==> config.mk <==
export PLATFORM = sky130hd
export DESIGN_NAME = mvm_seq_ctrl
export DESIGN_NICKNAME = d
export VERILOG_FILES = /design/src/rtl/mvm_seq_pkg.sv /design/src/rtl/mvm_result_fifo.sv /design/src/rtl/mvm_seq_ctrl.sv
export SDC_FILE = /design/constraint.sdc
export NUM_CORES = 1
export LEC_CHECK = 0
export ABC_AREA = 1
export BUFFER_PORTS_ARGS = -buffer_cell sky130_fd_sc_hd__buf_2
export CAP_MARGIN = 0
export CORE_MARGIN = 5
export CORE_UTILIZATION = 45
export CTS_BUF_LIST = sky130_fd_sc_hd__clkbuf_8 sky130_fd_sc_hd__clkbuf_16
export DETAILED_ROUTE_END_ITERATION = 10
export PLACE_DENSITY = 0.62
export SYNTH_ARGS = -nofsm -noshare
export SYNTH_HDL_FRONTEND = slang
export SYNTH_SLANG_ARGS = --single-unit
export TNS_END_PERCENT = 1
==> constraint.sdc <==
create_clock -name clk -period 2.9 [get_ports clk]
set_clock_uncertainty 0.2 [all_clocks]
set_input_delay 0 -clock clk [delete_from_list [all_inputs] [get_ports clk]]
set_output_delay 0 -clock clk [all_outputs]
set_load 0.005 [all_outputs]
==> src/rtl/mvm_seq_pkg.sv <==
// +----------------------------------------------------------------------+
// | mvm_seq_pkg : shared opcode and state encodings for mvm_seq_ctrl     |
// | Revision    : 1.0                                                     |
// +----------------------------------------------------------------------+
`default_nettype none

package mvm_seq_pkg;

  typedef enum logic [1:0] {
    OP_LOAD_M         = 2'd0,
    OP_LOAD_V         = 2'd1,
    OP_COMPUTE        = 2'd2,
    OP_LOAD_V_COMPUTE = 2'd3
  } op_t;

  typedef enum logic [3:0] {
    S_IDLE     = 4'd0,
    S_M_PULSE  = 4'd1,
    S_M_STREAM = 4'd2,
    S_V_PULSE  = 4'd3,
    S_V_STREAM = 4'd4,
    S_C_WAITQ  = 4'd5,
    S_C_START  = 4'd6,
    S_C_WAIT   = 4'd7,
    S_C_LAT    = 4'd8,
    S_C_CAPT   = 4'd9
  } state_t;

endpackage

`default_nettype wire

==> src/rtl/mvm_result_fifo.sv <==
// +----------------------------------------------------------------------+
// | mvm_result_fifo : synchronous FIFO buffering engine results          |
// | Revision        : 1.0                                                 |
// +----------------------------------------------------------------------+
`default_nettype none

module mvm_result_fifo #(
  parameter int DEPTH = 32,
  parameter int W     = 16
) (
  input  logic         clk,
  input  logic         reset,
  input  logic         push,
  input  logic [W-1:0] push_data,
  input  logic         pop,
  output logic [W-1:0] pop_data,
  output logic         full,
  output logic         empty
);

  localparam int c_ptr_w = (DEPTH > 1) ? $clog2(DEPTH) : 1;
  localparam int c_cnt_w = $clog2(DEPTH + 1);
  localparam logic [c_ptr_w-1:0] c_ptr_last = c_ptr_w'(DEPTH - 1);

  logic [W-1:0]       r_mem [DEPTH];
  logic [c_ptr_w-1:0] r_wr_ptr;
  logic [c_ptr_w-1:0] r_rd_ptr;
  logic [c_cnt_w-1:0] r_count;
  logic               w_do_push;
  logic               w_do_pop;

  assign full      = (r_count == c_cnt_w'(DEPTH));
  assign empty     = (r_count == '0);
  assign w_do_push = push & ~full;
  assign w_do_pop  = pop & ~empty;
  // Empty reads as zero so the output port is quiet after reset.
  assign pop_data  = empty ? '0 : r_mem[r_rd_ptr];

  always_ff @(posedge clk) begin
    if (reset) begin
      r_wr_ptr <= '0;
      r_rd_ptr <= '0;
      r_count  <= '0;
    end else begin
      if (w_do_push) r_wr_ptr <= (r_wr_ptr == c_ptr_last) ? '0 : r_wr_ptr + c_ptr_w'(1);
      if (w_do_pop)  r_rd_ptr <= (r_rd_ptr == c_ptr_last) ? '0 : r_rd_ptr + c_ptr_w'(1);
      case ({w_do_push, w_do_pop})
        2'b10:   r_count <= r_count + c_cnt_w'(1);
        2'b01:   r_count <= r_count - c_cnt_w'(1);
        default: r_count <= r_count;
      endcase
    end
  end

  always_ff @(posedge clk) begin
    if (w_do_push) r_mem[r_wr_ptr] <= push_data;
  end

endmodule

`default_nettype wire

==> src/rtl/mvm_seq_ctrl.sv <==
// +----------------------------------------------------------------------+
// | mvm_seq_ctrl : command sequencer driving a stall-free MVM engine      |
// | Option       : MVM_SEQ_CTRL_PERF_EN adds the perf_cycles output      |
// | Revision     : 1.0                                                    |
// +----------------------------------------------------------------------+
`default_nettype none

module mvm_seq_ctrl
  import mvm_seq_pkg::*;
#(
  parameter int K       = 32,
  parameter int B       = 8,
  parameter int OUT_LAT = 1,
  parameter int TIMEOUT = 2048
) (
  input  logic           clk,
  input  logic           reset,
  input  logic           cmd_valid,
  output logic           cmd_ready,
  input  logic [1:0]     cmd_op,
  input  logic           in_valid,
  output logic           in_ready,
  input  logic [B-1:0]   in_data,
  output logic           out_valid,
  input  logic           out_ready,
  output logic [2*B-1:0] out_data,
  output logic           mvm_load_matrix,
  output logic           mvm_load_vector,
  output logic           mvm_start,
  output logic [B-1:0]   mvm_data_in,
  input  logic           mvm_done,
  input  logic [2*B-1:0] mvm_data_out,
  output logic           busy,
  output logic           matrix_loaded,
  output logic           proto_err,
  output logic           cmd_err,
  output logic           timeout_err
`ifdef MVM_SEQ_CTRL_PERF_EN
  , output logic [31:0]  perf_cycles
`endif
);

  localparam int c_cnt_w  = $clog2(K * K + 1);
  localparam int c_wdog_w = $clog2(TIMEOUT + 1);
  localparam logic [c_cnt_w-1:0]  c_mat_last  = c_cnt_w'(K * K - 1);
  localparam logic [c_cnt_w-1:0]  c_vec_last  = c_cnt_w'(K - 1);
  localparam logic [c_cnt_w-1:0]  c_lat_last  = c_cnt_w'((OUT_LAT > 1) ? OUT_LAT - 2 : 0);
  localparam logic [c_wdog_w-1:0] c_wdog_last = c_wdog_w'(TIMEOUT - 1);

  state_t              r_state, w_next;
  logic [c_cnt_w-1:0]  r_cnt;
  logic [c_wdog_w-1:0] r_wdog;
  logic r_matrix_loaded, r_vector_loaded, r_then_compute;
  logic r_proto_err, r_cmd_err, r_timeout_err;
  logic w_accept, w_stream, w_push, w_fifo_full, w_fifo_empty;
  logic w_set_m, w_set_v, w_set_cmd_err, w_set_timeout;

  assign cmd_ready       = (r_state == S_IDLE) & ~reset;
  assign w_accept        = cmd_valid & cmd_ready;
  assign w_stream        = (r_state == S_M_STREAM) || (r_state == S_V_STREAM);
  assign in_ready        = w_stream;
  assign mvm_data_in     = w_stream ? in_data : '0;
  assign mvm_load_matrix = (r_state == S_M_PULSE);
  assign mvm_load_vector = (r_state == S_V_PULSE);
  assign mvm_start       = (r_state == S_C_START);
  assign busy            = (r_state != S_IDLE);
  assign matrix_loaded   = r_matrix_loaded;
  assign proto_err       = r_proto_err;
  assign cmd_err         = r_cmd_err;
  assign timeout_err     = r_timeout_err;
  assign out_valid       = ~w_fifo_empty;

  always_comb begin
    w_next        = r_state;
    w_set_m       = 1'b0;
    w_set_v       = 1'b0;
    w_set_cmd_err = 1'b0;
    w_set_timeout = 1'b0;
    w_push        = 1'b0;
    case (r_state)
      S_IDLE: begin
        if (w_accept) begin
          case (op_t'(cmd_op))
            OP_LOAD_M:  w_next = S_M_PULSE;
            OP_COMPUTE: begin
              if (r_matrix_loaded && r_vector_loaded) w_next = S_C_WAITQ;
              else                                    w_set_cmd_err = 1'b1;
            end
            default:    w_next = S_V_PULSE;
          endcase
        end
      end
      S_M_PULSE:  w_next = S_M_STREAM;
      S_M_STREAM: begin
        if (r_cnt == c_mat_last) begin
          w_next  = S_IDLE;
          w_set_m = 1'b1;
        end
      end
      S_V_PULSE:  w_next = S_V_STREAM;
      S_V_STREAM: begin
        if (r_cnt == c_vec_last) begin
          w_set_v = 1'b1;
          // The vector just completed, so only the matrix flag gates the chained compute.
          if (r_then_compute && r_matrix_loaded) w_next = S_C_WAITQ;
          else begin
            w_next        = S_IDLE;
            w_set_cmd_err = r_then_compute;
          end
        end
      end
      S_C_WAITQ:  if (w_fifo_empty) w_next = S_C_START;
      S_C_START:  w_next = S_C_WAIT;
      S_C_WAIT: begin
        if (mvm_done) w_next = (OUT_LAT > 1) ? S_C_LAT : S_C_CAPT;
        else if (r_wdog == c_wdog_last) begin
          w_next        = S_IDLE;
          w_set_timeout = 1'b1;
        end
      end
      S_C_LAT:    if (r_cnt == c_lat_last) w_next = S_C_CAPT;
      S_C_CAPT: begin
        w_push = 1'b1;
        if (r_cnt == c_vec_last) w_next = S_IDLE;
      end
      default:    w_next = S_IDLE;
    endcase
  end

  // r_cnt counts cycles spent in the current state; it restarts on every transition.
  always_ff @(posedge clk) begin
    if (reset) begin
      r_state         <= S_IDLE;
      r_cnt           <= '0;
      r_wdog          <= '0;
      r_matrix_loaded <= 1'b0;
      r_vector_loaded <= 1'b0;
      r_then_compute  <= 1'b0;
      r_proto_err     <= 1'b0;
      r_cmd_err       <= 1'b0;
      r_timeout_err   <= 1'b0;
    end else begin
      r_state <= w_next;
      r_cnt   <= (w_next != r_state) ? '0 : r_cnt + c_cnt_w'(1);
      r_wdog  <= (r_state == S_C_WAIT) ? r_wdog + c_wdog_w'(1) : '0;
      if (w_accept)      r_then_compute  <= (op_t'(cmd_op) == OP_LOAD_V_COMPUTE);
      if (w_set_m)       r_matrix_loaded <= 1'b1;
      if (w_set_v)       r_vector_loaded <= 1'b1;
      if (w_set_cmd_err) r_cmd_err       <= 1'b1;
      if (w_set_timeout) r_timeout_err   <= 1'b1;
      if (w_stream && !in_valid) r_proto_err <= 1'b1;
    end
  end

  mvm_result_fifo #(
    .DEPTH (K),
    .W     (2 * B)
  ) u_fifo (
    .clk       (clk),
    .reset     (reset),
    .push      (w_push & ~w_fifo_full),
    .push_data (mvm_data_out),
    .pop       (out_valid & out_ready),
    .pop_data  (out_data),
    .full      (w_fifo_full),
    .empty     (w_fifo_empty)
  );

`ifdef MVM_SEQ_CTRL_PERF_EN
  logic [31:0] r_perf_run;
  logic [31:0] r_perf_cycles;

  always_ff @(posedge clk) begin
    if (reset) begin
      r_perf_run    <= '0;
      r_perf_cycles <= '0;
    end else begin
      r_perf_run <= (r_state == S_C_START) ? 32'd1 : r_perf_run + 32'd1;
      if (r_state == S_C_CAPT && r_cnt == c_vec_last) r_perf_cycles <= r_perf_run;
    end
  end

  assign perf_cycles = r_perf_cycles;
`endif

endmodule

`default_nettype wire
# After elaboration in Yosys (flattened, before gate mapping)
# Memory sizes are Yosys's and may differ from the RTL's. A register that Yosys moved wholly into a read port is not among the register bits.
# Index checks and enable logic that the tools add are counted.
# W data, S select, Z words.
[totals]
register_bits = 49
mem_bits_rw = 512
input_bits = 32
out_inout_bits = 35
wordCells = 97
memories = 1
[memory_table]
columns = ["name", "depth", "word_bits", "rd", "rd_clocked_by_memory_dff", "write_ports", "line_no", "text"]
rows = [
  ["u_fifo.r_mem", 32, 16, 1, 1, 1, "mvm_result_fifo.sv:25", "logic [W-1:0] r_mem [DEPTH];"],
]
[classes]
n_addsub = 6
n_eq_ne = 20
muxes = 35
n_bitwise = 10
n_reduce_logical = 13
[op_table]
columns = ["op", "count"]
rows = [
  ["$pmux W4 S10", 1],
  ["$mux W4", 9],
  ["$mux W5", 4],
  ["$eq A4 B3 Y1 const B", 4],
  ["$mux W16", 1],
  ["$mux W1", 15],
  ["$add A12 B1 Y12 const B", 1],
  ["$eq A12 B11 Y1 const B", 1],
  ["$pmux W6 S2", 1],
  ["$add A11 B1 Y11 const B", 1],
  ["$eq A11 B10 Y1 const B", 1],
  ["$eq A11 B5 Y1 const B", 1],
  ["$logic_not A11 Y1", 1],
  ["$add A5 B1 Y5 const B", 2],
  ["$eq A5 B5 Y1 const B", 2],
  ["$eq A4 B2 Y1 const B", 2],
  ["$eq A4 B4 Y1 const B", 2],
  ["$mux W8", 1],
  ["$pmux W4 S2", 1],
  ["$add A6 B1 Y6 const B", 1],
  ["$and A1 B1 Y1", 6],
  ["$eq A2 B2 Y1 const B", 3],
  ["$eq A6 B6 Y1 const B", 1],
  ["$logic_not A6 Y1", 1],
  ["other kinds (15)", 21],
]

# Depth between registers and ports, before layout
# Gate-level depths: netlist of run 1.
[depth]
word_depth = 7
ltp_mapped = 15
depth_no_buf = 14

# Hierarchy
# A second synthesis of run 1 with hierarchy kept.
[hier_totals]
hier_cells = 2214
area_unflattened_um2 = 23938.0
[by_module_without_submodules]
columns = ["mod", "instances", "cells_per_inst", "area_each_um2", "seq_area_each_um2"]
rows = [
  ["mvm_result_fifo", 1, 1928, 22016.1, 15795.1],
  ["mvm_seq_ctrl", 1, 286, 1921.8, 660.6],
]

# Worst setup path after synthesis of run 1
# Ideal clock, no wire load.
[synth_timing]
kind = "register to register"
from = "register u_fifo.r_count[0]"
to = "register u_fifo.r_count[5]"
setup_ns = 0.132
t_arrival_ns = 2.233
required_ns = 2.568
path_slack_ns = 0.335
stages_incl_launch_ff = 16
n_path_buf = 1
synth_period_minus_slack_ns = 2.565
path_cell_list = "dfxtp_1 > nor2_1 > nand3_1 > buf_2 > nand2_1 > inv_1 > ha_1 > ha_1 > a21oi_1 > nand2_1 > nand2_1 > nand2_1 > a21oi_1 > nor2_1 > o21ai_0 > a21oi_1"
[synth_via]
elab_chain_cells = 6
word_cells_on_any_way = 14
cone_classes = "add/sub (2); eq/ne (3); mux (1); bitwise (6); reduce/logical (2)"
[synth_rtl]
columns = ["item", "line_no", "text"]
rows = [
  ["from (decl)", "mvm_result_fifo.sv:28", "logic [c_cnt_w-1:0] r_count;"],
  ["from (signal assigned)", "mvm_result_fifo.sv:48", "2'b10: r_count <= r_count + c_cnt_w'(1);"],
  ["from (signal assigned)", "mvm_result_fifo.sv:49", "2'b01: r_count <= r_count - c_cnt_w'(1);"],
  ["from (signal assigned)", "mvm_result_fifo.sv:50", "default: r_count <= r_count;"],
  ["$logic_not A6 Y1 (*)", "mvm_result_fifo.sv:33", "assign empty = (r_count == '0);"],
  ["$not A1 Y1 (*)", "mvm_result_fifo.sv:35, mvm_seq_ctrl.sv:71", ""],
  ["$and A1 B1 Y1", "mvm_seq_ctrl.sv:163", ".pop (out_valid & out_ready),"],
  ["$and A1 B1 Y1 (*)", "mvm_result_fifo.sv:35", "assign w_do_pop = pop & ~empty;"],
  ["via u_fifo.w_do_pop", "mvm_result_fifo.sv:30", "logic w_do_pop;"],
  ["$eq A2 B1 Y1 / $eq A2 B2 Y1 (equally long branches)", "mvm_result_fifo.sv:47", "case ({w_do_push, w_do_pop})"],
  ["$pmux W6 S2 / $reduce_bool A2 Y1 (equally long branches)", "n/a", ""],
]
# The timed path passes the listed nets; every way through them passes the cells marked *.
# A chain may end at the register's enable or synchronous reset.

==> results of run 1 <==
-- worst max-delay path by stage --
| stage | start | endpoint |
|---|---|---|
| finish | flip-flop | out_data[13] |
| global route | flip-flop | out_data[11] |
| CTS | flip-flop | out_data[1] |
| detailed placement | r_state[3] | u_fifo.r_count[5] |
| global placement | r_state[3] | u_fifo.r_count[5] |
| floorplan | u_fifo.r_count[0] | u_fifo.r_count[5] |
-- cells by family (layout without fill, tap and decap cells) --
| family | after synthesis | count (layout) | share of synthesized area |
|---|---|---|---|
| buf+inv | 185 | 382 | 0.03525 |
| fa+ha+maj | 16 | 16 | 0.009004 |
| simple gates | 638 | 638 | 0.1165 |
| xor+xnor | 16 | 16 | 0.006075 |
| flops | 566 | 566 | 0.7133 |
| compound gates | 473 | 473 | 0.1199 |
-- area by class of cell --
cell class	instances	area share
tap	680	0.03111
clock buffer	57	0.05215
multi-input combinational	1143	0.2194
sequential	566	0.6020
timing repair buffer	210	0.07424
inverter	71	0.01066
clock inverter	44	0.01038
-- worst max-delay path, cell delays in order (launching register included) --
cell and delay, ns:
dfxtp_4 0.46, buf_16 0.23, buf_6 0.18, o21ai_0 0.13, o221ai_2 0.26, o211ai_1 0.23, o21ai_1 0.22, nor2_1 0.10
nor2_2 0.15, buf_2 0.14
-- cells in the final DEF (no fill, tap or decap), drive strengths merged, types with 2 or more instances in the layout --
cell type      n
o21ai        303
o22ai         53
nand2        112
nand4          9
o211ai        12
clkinv        29
clkinvlp       2
bufinv         2
a21oi         24
a211oi         3
buf          173
edfxtp       512
xnor2          6
xor2          10
o221ai        74
clkbuf        61
inv           82
nor2         418
ha            15
nand3         74
nor3          20
or2            2
dfxtp         54
dlygate4sd3   32
-- layer usage --
layer	track usage	vias to the layer above	routed length [um]
li1	-	7241	-
met1	0.3092	8046	26200
met2	0.3482	723	29790
met3	0.03999	92	5583
met4	0.06315	0	1813
met5	0	-	0
-- flip-flops by register name, summed over array words and instances (netlist names), named ones only --
signal and cells:
r_wdog 12, r_then_compute 1, proto_err 1, r_cnt 11, matrix_loaded 1, u_fifo.r_wr_ptr 5
timeout_err 1, u_fifo.r_rd_ptr 5, u_fifo.r_mem 512, r_vector_loaded 1, u_fifo.r_count 6, r_state 4
cmd_err 1
-- power groups by stage --
stage / Clock [uW] / Sequential [uW] / Combinational, uW
3_3_place_gp: 0 / 9270 / 5680
4_1_cts: 6900 / 9130 / 6100
3_5_place_dp: 0 / 9280 / 5760
2_1_floorplan: 0 / 9220 / 3550
5_1_grt: 7260 / 9140 / 7010
6_report: 6790 / 9140 / 6430
-- through the flow --
step | power (uW) | std cells
after floorplan | 12770 | 1894
after global placement | 14950 | 2630
after detailed placement | 15040 | 2630
after CTS | 22140 | 2766
after global routing | 23420 | 2771
final | 22360 | 2771
-- what timing repair did --
action,in CTS,in global routing
cloned,2,4
gates resized for setup,30,26
hold buffers,32,0
setup buffers,1,1
hold endpoints to repair,553,0
endpoints found under the setup margin,16,16
pin swaps,3,9
==> run_results.csv, run 1 <==
group,metric,value,unit
final_layout,n_antenna_cell,0,
routing,detail_route.first_pass.iterations,5,
sta,max_freq,342.8,MHz
sta,slew_headroom,0.4375,
setup_path,arrival,2.72,ns
clock_tree,cts-buffers-inserted,56,
sta,period_share,1.006,
yosys,ys_seq_area_frac,0.7133,
power_and_ir_drop,p_leak,0.009400,uW
sta,setup_violations,1,
global_routing,grt.total_usage,0.2181,
final_layout,drive_gt1_frac,0.1679,
yosys,syn_nets,1942,
clock_tree,clk_root_buffer_cell,"clkbuf_16",
yosys,yosys-top-cells-area,"edfxtp_1 67%, nor2_1 6.7%, o21ai_0 6.3%",
hold_path,min_to,"mvm_data_in[7]",
yosys,synthesis.instances,1894,
sta,worst_slack,-0.01746,ns
sta,min_period,2.917,ns
floorplanning,core,51090,um^2
routing,avgRoutedWirePerCell,22.87,um
final_layout,regArea,16470,um^2
setup_path,critPathMaxFanout,22,
routing,routed_wl,63380,um
clock_tree,tritoncts,"built",
final_layout,filler_cell_count,4304,
yosys,synth.top_cell.area_share,0.6665,
yosys,synth_area,23070,um^2
final_layout,multiInputGateArea,6002,um^2
global_routing,grt_max_degree,57,
setup_path,rrSetupSlack,0.21,ns
sta,finalMaxSlewViolations,0,
yosys,synth_flop_cell,"edfxtp_1",
sta,hold_ws,0.08767,ns
routing,num_vias,16100,
job,max-cap-violations,0,
final_layout,fin_nets,2096,
setup_path,timing.rr.start,"r_state[3]",
yosys,synth_most_common_cell,"edfxtp_1",
power_and_ir_drop,power_density,817.4,nW/um^2
hold_path,whs_path_depth,4,
setup_path,cp-end-kind,"output pin",
power_and_ir_drop,clkPwrFrac,0.304,
placed_design,dp_slack,0.05742,ns
floorplanning,initial_core_util,0.4515,
clock_tree,htreeDepth,2,
placed_design,io_buffers,66,
setup_path,r2r_cells,13,
floorplanning,die_area,55890,um^2
routing,drc,0,
setup_path,cp-start-kind,"flip-flop",
yosys,ys_async_sr_fraction,0,
routing,first_iter_violations,1781,
final_layout,utilization,0.5353,
setup_path,critPathRequiredTime,2.70,ns
power_and_ir_drop,p_sw_frac,0.3300,
sta,grt_setup_unrepaired,"true",
yosys,yosys_register_bits,566,
global_routing,grt-ovfl-total,0,
global_routing,grt_pass1_wl,93740,um
yosys,synth_area_leader_cell,"edfxtp_1",
floorplanning,num_rows,83,
routing,via_per_inst,5.811,
placed_design,dpl_cell_area,24920,um^2
power_and_ir_drop,p_comb_frac,0.288,
yosys,ys.warnings.count,0,
clock_tree,worst_skew_pair.late_latency,0.60,ns
clock_tree,clockBufferDepth,3,
placed_design,dpl.hpwl,37140,um
hold_path,hold_start,"in_data[7]",
final_layout,finalInstanceArea,27350,um^2
yosys,synth.avg_cell_area,12.18,um^2
floorplanning,fp.dieW,236.4,um
power_and_ir_drop,p_sw,7378,uW
hold_path,min_path_type,"input port to output pin",
setup_path,crit_type,"flip-flop to output pin",
yosys,ys_types,42,
global_routing,antenna_found_initial,1,
clock_tree,clk_pin_slew,0.06,ns
sta,fin_setup_tns,-0.01746,ns
placed_design,gp_congestion,0.8396,
power_and_ir_drop,ir_drop,0.4469,mV
clock_tree,clock-sinks,566,
yosys,synth_commonest_cells,"512 x edfxtp_1, 409 x nor2_1, 289 x o21ai_0, 107 x nand2_1, 74 x o221ai_1",
run_status,violations,"negative setup slack",
final_layout,area_delta_synth_final,18.57,%
yosys,synth_edf_count,512,
sta,finalHoldViolCount,0,
power_and_ir_drop,seqPwrFrac,0.409,
routing,ant_nets,0,
global_routing,first_global_vias,15520,
run_status,status,"complete, but fails checks",
setup_path,worstReg2RegEnd,"u_fifo.r_count[5]",
floorplanning,ios,67,
sta,tightest_slew,0.8438,ns
floorplanning,die_h,236.4,um
power_and_ir_drop,p_int,14980,uW
(Power assumes the default switching activity.)
==> inputs of run 2 (changes only) <==
==> constraint.sdc (replaced) <==
create_clock -name clk -period 2.9 [get_ports clk]
set_clock_uncertainty 0.2 [all_clocks]
set_input_delay 0.435 -clock clk [delete_from_list [all_inputs] [get_ports clk]]
set_output_delay 0.435 -clock clk [all_outputs]
set_load 0.005 [all_outputs]
==> run 2 against run 1 <==
Net effect:
- sequential share of layout area shrank 2.0 points
- critical path depth grew 2
- combinational power increased by 21%
- flip-flop and latch count unchanged
- the run still ends with negative setup slack left
- die area is the same
- clock power grew 6.3%
- total power up 7.7%
==> run_results.csv, run 2 (same netlist as run 1, synthesis figures left out) <==
group,metric,value,unit
sta,worst_slack,-0.2423,ns
clock_tree,clockBufferDepth,3,
power_and_ir_drop,seqPwrFrac,0.378,
sta,setup_violations,16,
hold_path,min_path_type,"input port to flip-flop",
setup_path,r2r_cells,14,
setup_path,cp-end-kind,"output pin",
setup_path,arrival,2.51,ns
final_layout,fin_nets,2105,
setup_path,cp-start-kind,"flip-flop",
routing,via_per_inst,5.851,
power_and_ir_drop,ir_drop,0.4532,mV
floorplanning,core,51090,um^2
setup_path,cp_top_family,"buffers and inverters",
final_layout,multiInputGateArea,6126,um^2
setup_path,timing.rr.start,"r_state[1]",
setup_path,crit_buf_inv,5,
final_layout,layout_common_cells,"512 x edfxtp_1, 359 x nor2_1, 229 x o21ai_0",
floorplanning,die_area,55890,um^2
run_status,violations,"negative setup slack",
floorplanning,fp.dieW,236.4,um
routing,ant_nets,0,
power_and_ir_drop,p_comb_frac,0.322,
final_layout,largest_register,"u_fifo.r_mem",
final_layout,regArea,16470,um^2
setup_path,worstReg2RegEnd,"u_fifo.r_count[5]",
job,max-cap-violations,0,
sta,grt_setup_unrepaired,"true",
clock_tree,tritoncts,"built",
sta,finalMaxSlewViolations,0,
routing,drc,0,
clock_tree,clk_root_buffer_cell,"clkbuf_16",
sta,tightest_slew,0.6494,ns
global_routing,first_global_vias,15540,
global_routing,busiest_layer,"met2",
placed_design,dpl.hpwl,33720,um
global_routing,grt_use_met1,0.3159,
floorplanning,ios,67,
setup_path,critPathMaxFanout,11,
routing,avgRoutedWirePerCell,23.89,um
sta,period_share,1.084,
global_routing,grtUsageMet2,0.3683,
clock_tree,worst_skew_pair.late_latency,0.61,ns
setup_path,crit_chain,"buf_12, clkinv_16, buf_12, buf_16, o21ai_0, o221ai_1, nand3_1, o21ai_1, nor2_1, nor2_1, buf_2",
floorplanning,die_h,236.4,um
placed_design,gp_congestion,0.8280,
sta,slew_headroom,0.5671,
final_layout,n_antenna_cell,0,
placed_design,dp_slack,0.1024,ns
global_routing,grt-ovfl-total,0,
routing,first_iter_violations,1848,
setup_path,max_stage_delay,0.39,ns
placed_design,io_buffers,66,
power_and_ir_drop,clkPwrFrac,0.300,
final_layout,utilization,0.5539,
power_and_ir_drop,p_int,16330,uW
final_layout,largest_register_ffs,512,
sta,min_period,3.142,ns
setup_path,critPathRequiredTime,2.27,ns
routing,num_vias,16280,
power_and_ir_drop,p_leak,0.009736,uW
sta,finalHoldViolCount,0,
setup_path,rrSetupSlack,0.26,ns
clock_tree,clock-sinks,566,
floorplanning,num_rows,83,
final_layout,filler_cell_count,4172,
final_layout,area_delta_synth_final,22.67,%
clock_tree,htreeDepth,2,
final_layout,largestRegisters,"u_fifo.r_mem: 512 flops, r_wdog: 12 flops, r_cnt: 11 flops",
global_routing,grt_pass1_wl,97110,um
sta,max_freq,318.2,MHz
routing,detail_route.first_pass.iterations,5,
clock_tree,cts-buffers-inserted,56,
setup_path,crit_slowest_cell,"dfxtp_4",
hold_path,hold_start,"out_ready",
sta,hold_ws,0.006252,ns
global_routing,grt_max_degree,47,
global_routing,grt.total_usage,0.2267,
final_layout,drive_gt1_frac,0.1998,
power_and_ir_drop,power_density,851.1,nW/um^2
hold_path,whs_path_depth,4,
power_and_ir_drop,p_sw,7753,uW
run_status,status,"complete, but fails checks",
power_and_ir_drop,p_sw_frac,0.3219,
global_routing,antenna_found_initial,2,
floorplanning,initial_core_util,0.4515,
routing,routed_wl,66460,um
clock_tree,clk_pin_slew,0.06,ns
final_layout,final_common_cell,"edfxtp_1",
setup_path,crit_type,"flip-flop to output pin",
sta,fin_setup_tns,-2.660,ns
global_routing,grt_use_met3,0.04384,
==> run 2: cell count changes in the layout (fill, tap and decap cells not counted), sizes merged, moves of 3 or more <==
cell	delta
buf	+27
inv	-3
dlygate4sd3	-26
bufinv	+5
clkinvlp	+4
==> run 2: what timing repair did <==
action | in CTS | in global routing
gates cloned | 18 | 7
endpoints found under the setup margin | 16 | 18
resized for setup | 85 | 102
endpoints found under the hold margin | 7 | 0
pin swaps | 34 | 56
buffers inserted | 29 | 17
hold buffers | 6 | 0
==> run 2: final cells by class <==
type / count / area share
clock inverter: 47 / 0.01543
clock buffer: 56 / 0.04952
timing repair inverter: 3 / 0.001282
inverter: 71 / 0.01092
multi-input combinational: 1143 / 0.2165
sequential: 566 / 0.5819
tap: 680 / 0.03007
timing repair buffer: 216 / 0.09440
==> run 2: power groups by stage <==
stage	Sequential, uW	Clock (uW)	Combinational, uW
floorplan	9220	0	3550
global placement	9280	0	5490
detailed placement	9280	0	5570
CTS	9110	7290	6940
global route	9110	7700	8320
finish	9100	7220	7760
==> run 2: metrics by stage <==
stage          area, um^2  instances  power (uW)
2_1_floorplan       23070       1894       12770
3_3_place_gp        24920       2607       14760
3_5_place_dp        24920       2607       14850
4_1_cts             27760       2763       23340
5_1_grt             28300       2782       25140
6_report            28300       2782       24080
==> run 2: per-layer routing <==
| layer | vias up | part of all wire |
|---|---|---|
| li1 | 7266 | - |
| met1 | 8078 | 0.41 |
| met4 | 2 | 0.024 |
| met5 | - | 0.00020 |
| met3 | 103 | 0.092 |
| met2 | 828 | 0.48 |
==> run 2: worst max path at each step <==
stage / end / slack, ns / cells after the start
6_report: out_data[6] / -0.24 / 11
3_5_place_dp: u_fifo.r_count[5] / 0.10 / 14
5_1_grt: out_data[10] / -0.32 / 12
2_1_floorplan: u_fifo.r_count[5] / 0.33 / 15
3_3_place_gp: out_data[15] / 0.07 / 9
4_1_cts: out_data[1] / -0.19 / 11
==> run 2: worst register-to-register path: cells and delay by family (launching register included) <==
kind                       cells  cell delay [ns]
AOI/OAI and AO/OA              4             0.54
adders and majority gates      2             0.60
buffers and inverters          1             0.16
DFF                            1             0.35
and+or+nand+nor                7             0.67
